==> config.mk <==
export PLATFORM = sky130hd
export DESIGN_NAME = keccak_pad
export DESIGN_NICKNAME = d
export VERILOG_FILES = /design/src/rtl/keccak_pkg.sv /design/src/rtl/keccak_pad_lane.sv /design/src/rtl/keccak_pad.sv
export SDC_FILE = /design/constraint.sdc
export NUM_CORES = 2
export LEC_CHECK = 0
export ABC_AREA = 1
export CAP_MARGIN = 20
export CORE_AREA = 8 8 650 652
export DETAILED_ROUTE_END_ITERATION = 8
export DIE_AREA = 0 0 658 660
export GPL_ROUTABILITY_DRIVEN = 0
export SLEW_MARGIN = 20
export SYNTH_ARGS = -nofsm -noshare
export SYNTH_HDL_FRONTEND = slang
export SYNTH_HIERARCHICAL = 1
export SYNTH_SLANG_ARGS = --single-unit
==> constraint.sdc <==
create_clock -name clk -period 2.5 [get_ports clk]
set_clock_uncertainty 0.2 [all_clocks]
set_input_delay 0.5 -clock clk [delete_from_list [all_inputs] [get_ports clk]]
set_output_delay 0.5 -clock clk [all_outputs]
set_load 0.01 [all_outputs]
==> src/rtl/keccak_pkg.sv <==
// keccak_pkg: shared state type, padding constants and lane placement for the SHA3-256 absorb path
package keccak_pkg;
    localparam int RATE_LANES = 17;
    localparam logic [7:0] PAD_DOMAIN = 8'h06;
    localparam logic [7:0] PAD_FINAL = 8'h80;
    typedef logic [0:4][0:4][63:0] state_t;
    typedef enum logic {FILL, HOLD} pad_state_e;
    typedef struct packed {
        logic [2:0] x;
        logic [2:0] y;
    } lane_xy_t;
    function automatic lane_xy_t lane_xy(input int i);
        lane_xy.x = 3'(i % 5);
        lane_xy.y = 3'(i / 5);
    endfunction
endpackage

==> src/rtl/keccak_pad_lane.sv <==
// keccak_pad_lane: keeps the first bytes of a lane, drops the domain byte after them, zeroes the rest
module keccak_pad_lane
    import keccak_pkg::*;
(
    input  logic [63:0] lane,
    input  logic [3:0]  bytes,
    input  logic        pad,
    output logic [63:0] padded
);
    always_comb begin
        padded = lane;
        for (int j = 0; j < 8; j++)
            if (pad)
                padded[8*j +: 8] = (j < int'(bytes)) ? lane[8*j +: 8] :
                                   (j == int'(bytes)) ? PAD_DOMAIN : 8'h00;
    end
endmodule

==> src/rtl/keccak_pad.sv <==
// keccak_pad: packs 64-bit message lanes into SHA3-256 rate blocks with 0x06..0x80 padding
module keccak_pad
    import keccak_pkg::*;
#(
    parameter int WIDTH = 64
) (
    input  logic                        clk,
    input  logic                        nrst,
    input  logic [WIDTH-1:0]            in_data,
    input  logic                        in_valid,
    input  logic                        in_last,
    input  logic [3:0]                  in_bytes,
    output logic                        in_ready,
    output logic [0:4][0:4][WIDTH-1:0]  Dout,
    output logic                        out_valid,
    output logic                        out_last,
    input  logic                        out_ack
);
    localparam logic [4:0] LAST_K = 5'(RATE_LANES - 1);

    pad_state_e state_q, state_d;
    logic [0:RATE_LANES-1][63:0] lanes_q;
    logic [4:0] k_q;
    logic pend_q, last_q;
    logic accept, full, block_end;
    logic [63:0] padded;
    lane_xy_t xy;

    keccak_pad_lane u_lane (
        .lane   (in_data),
        .bytes  (in_bytes),
        .pad    (in_last),
        .padded (padded)
    );

    assign accept = in_valid && in_ready;
    assign full = !in_last || in_bytes >= 4'd8;
    assign block_end = in_last || k_q == LAST_K;

    always_comb begin
        in_ready = nrst && state_q == FILL;
        out_valid = state_q == HOLD;
        state_d = (state_q == FILL) ? ((accept && block_end) ? HOLD : FILL)
                                    : ((out_ack && !pend_q) ? FILL : HOLD);
    end

    always_ff @(posedge clk)
        state_q <= nrst ? state_d : FILL;

    always_ff @(posedge clk) begin
        if (!nrst) begin
            lanes_q <= '0;
            k_q <= '0;
            pend_q <= 1'b0;
            last_q <= 1'b0;
        end else if (state_q == HOLD) begin
            if (out_ack) begin
                lanes_q <= '0;
                k_q <= '0;
                last_q <= pend_q;
                pend_q <= 1'b0;
                if (pend_q) lanes_q[0] <= 64'(PAD_DOMAIN);
            end
        end else if (accept) begin
            lanes_q[k_q] <= padded;
            k_q <= (k_q == LAST_K) ? 5'd0 : k_q + 5'd1;
            if (in_last) begin
                // a full final lane pushes the domain byte into the next lane, or into a new block
                if (full && k_q != LAST_K) lanes_q[k_q + 5'd1] <= 64'(PAD_DOMAIN);
                last_q <= !(full && k_q == LAST_K);
                pend_q <= full && k_q == LAST_K;
            end
        end
    end

    always_comb begin
        Dout = '0;
        xy = '0;
        for (int i = 0; i < RATE_LANES; i++) begin
            xy = lane_xy(i);
            Dout[xy.x][xy.y] = (i == RATE_LANES - 1 && last_q) ? (lanes_q[i] | {PAD_FINAL, 56'h0})
                                                               : lanes_q[i];
        end
    end

    assign out_last = last_q;
endmodule

==> flow_summary.yaml <==
synth:
  synth.cell_area_sq_um: 52550
  synth_top_area_share_pct: 41.76
  synthAdderAreaFrac_pct: 0.1667
  synth_top_family_by_area: "buffers and inverters"
  synth_cell_types: 29
  yosys_warnings: 6
  synth_area_leaders: "dfxtp_1, buf_4, mux2i_1"
  synthCells: 5867
  synth_compound_area_share_pct: 2.014
  synthSimpleGateAreaFrac_pct: 11.69
  synth-xor-area-share_pct: 0
  yosys.area.top_type: "dfxtp_1"
  synth_seq_cells: 1096
  ys_seq_area_share_pct: 41.76
  avgSynthCellArea_sq_um: 8.956
  muxShareOfSynthArea_pct: 17.72
cts:
  clockRootBuffer: "clkbuf_16"
  cts-buffers-inserted: 139
  clock_sinks: 1096
  cts_hold_buf: 0
  tritoncts: "built"
  h-tree-depth: 4
  clkLatencyLatePin_ps: 850
  ctsLongestPathBuffers: 4
  path_clk_slew_ps: 60
final_layout:
  final_common_cell: "nor2_1"
  ff_latch_area_sq_um: 21960
  n_fill_cell: 46150
  finalNetCount: 6202
  multi_input_area_sq_um: 19380
  final_cell_mix: "nor2_1, dfxtp_1, dlygate4sd2_1"
  drive_gt1_share_pct: 13.01
  syn_to_final_growth_pct: 32.80
  finalNonFillerCells: 11730
global_routing:
  first_global_vias: 35390
  use_met2_pct: 21.12
  grt_usage_pct: 11.75
  grt_use_met1_pct: 13.95
  grt_max_degree: 63
  gr-total-overflow: 0
  antenna_found_initial: 50
  use_met3_pct: 3.004
  grt_pass1_wl_mm: 346.4
  grt.busiest_layer: "met2"
critical_path:
  rr_startpoint: "k_q[3]"
  startpoint_type: "flip-flop"
  arrival_ps: 2900
  r2r_cells: 10
  path_class: "reg -> reg"
  reg2reg_slack_ps: 90
  end_kind: "flip-flop"
  worst-path-max-fanout: 17
  crit_required_ps: 2980
  r2r_end: "Dout[1267]"
die:
  core-area_sq_um: 411900
  rows: 236
  die_y_microns: 660
  die_area_sq_um: 434300
  ios: 1676
  die_w_microns: 658
  initial_core_util_pct: 12.76
routing:
  drc: 0
  drt-initial-drc-count: 2898
  vias_per_cell: 3.200
  dr.pass1.iters: 5
  ant_nets: 0
  wl_per_cell_microns: 23.86
  dr_total_vias: 37550
  routed_wl_mm: 280.0
timing:
  rsz0062_at_grt: "yes"
  whs_ps: 212.3
  setup_viol: 0
  hold_viol: 0
  min_period_over_period_pct: 96.56
  fin_tns_setup_ps: 0
  fmax_ghz: 0.4142
  slew_headroom_pct: 61.40
  worst_pin_slew_ps: 579.0
  min_period_ps: 2414
  report.final.slew_viol_count: 0
place:
  dp_hpwl_mm: 209.7
  portBuffers: 1163
  dp_cells: 11410
min_path:
  whs_path_depth: 4
  hp-start: "out_ack"
  hold_class: "in -> reg"
  worstHoldEndpoint: "out_valid"
pwr:
  leakage_nw: 38.41
  ir_worst_vdd_mv: 0.5430
  cellPowerDensity_nw_per_um2: 628.0
flow_run:
  cap_violations: 0
run_status:
  status: "complete, no violations"
-- final cells by class --
| cell class | count | area share (%) |
|---|---|---|
| repair buffers | 1576 | 23.70 |
| well taps | 5474 | 9.815 |
| diodes | 35 | 0.1255 |
| multi-input cells | 3213 | 27.77 |
| clock inverters | 58 | 1.020 |
| inverters | 96 | 0.5254 |
| flip-flops and latches | 1096 | 31.47 |
| clock buffers | 186 | 5.582 |
-- layer usage --
metal,vias up,wire (microns)
li1,17150,-
met5,-,41
met3,275,22360
met2,1671,141200
met4,6,6377
met1,18450,110000
-- report_power, final --
group          total (W)  switching, W  internal, W
Combinational    0.00535       0.00374      0.00162
Sequential        0.0178      0.000106       0.0177
Clock             0.0207       0.00860       0.0121
-- flip-flops by register name, indices dropped and copies added (netlist names) --
register,cells
lanes_q,64
Dout,1024
out_valid,1
out_last,1
pend_q,1
k_q,5
-- cell families (layout without fill, tap and decap cells) --
| family | count (synthesis) | count (layout) |
|---|---|---|
| buffers and inverters | 2069 | 1916 |
| AO/OA/AOI/OAI | 198 | 198 |
| flip-flops | 1096 | 1096 |
| multiplexers | 930 | 930 |
| AND/OR/NAND/NOR | 1566 | 1566 |
| adder cells (fa/ha/maj) | 7 | 7 |
| other | 1 | 547 |
-- how the worst max path moves through the flow --
stage	startpoint	to	slack, ps	cells past startpoint
detailed placement	in_last	Dout[225]	-750	11
global placement	in_last	Dout[254]	-760	11
CTS	lanes_q[63]	Dout[1087]	-30	2
finish	k_q[3]	Dout[1267]	90	10
global route	k_q[3]	Dout[1258]	-50	10
floorplan	k_q[0]	Dout[1347]	190	11
-- stage by stage --
step,power [W],util [%],setup WS [ps],area (sq um)
floorplan,0.02073,-,190.5,54460
global placement,0.02328,15.80,-762.8,65080
detailed placement,0.02329,15.80,-747.9,65080
CTS,0.04442,16.71,-26.99,68810
global route,0.04555,16.92,-53.25,69700
finish,0.04382,16.94,85.89,69780
-- cell usage after synthesis --
library cell	count
nor3_1	63
conb_1	1
ha_1	7
nand3_4	1
buf_4	1601
nor2_8	1
dfxtp_1	1096
buf_1	11
nand2_2	9
nor2_1	1257
nand3_1	54
inv_2	6
nand2_1	167
mux2i_1	930
a211oi_1	2
inv_1	89
a21oi_2	16
o211ai_1	1
or2_2	1
nor2_2	1
o21ai_0	78
a21oi_1	101
clkbuf_1	180
nand3b_1	1
nand2_4	1
buf_2	181
nand4_1	5
clkinv_1	1
nor2_4	5
-- critical path: stages (launching register included) --
cell and delay, ps:
dfxtp_1 470, inv_1 140, nand4_1 100, nand2_1 120, nor2_2 180, buf_6 180
nand3_4 100, a21oi_4 310, buf_12 180, clkbuf_16 230, nor2_1 70
-- timing repair --
item | in CTS | in global routing
buffers inserted | 7 | 13
resized for setup | 1071 | 60
gates cloned | 5 | 21
pin swaps | 4 | 13
setup endpoints to repair | 1415 | 846
Note: power is estimated with default switching activity, not from simulation.
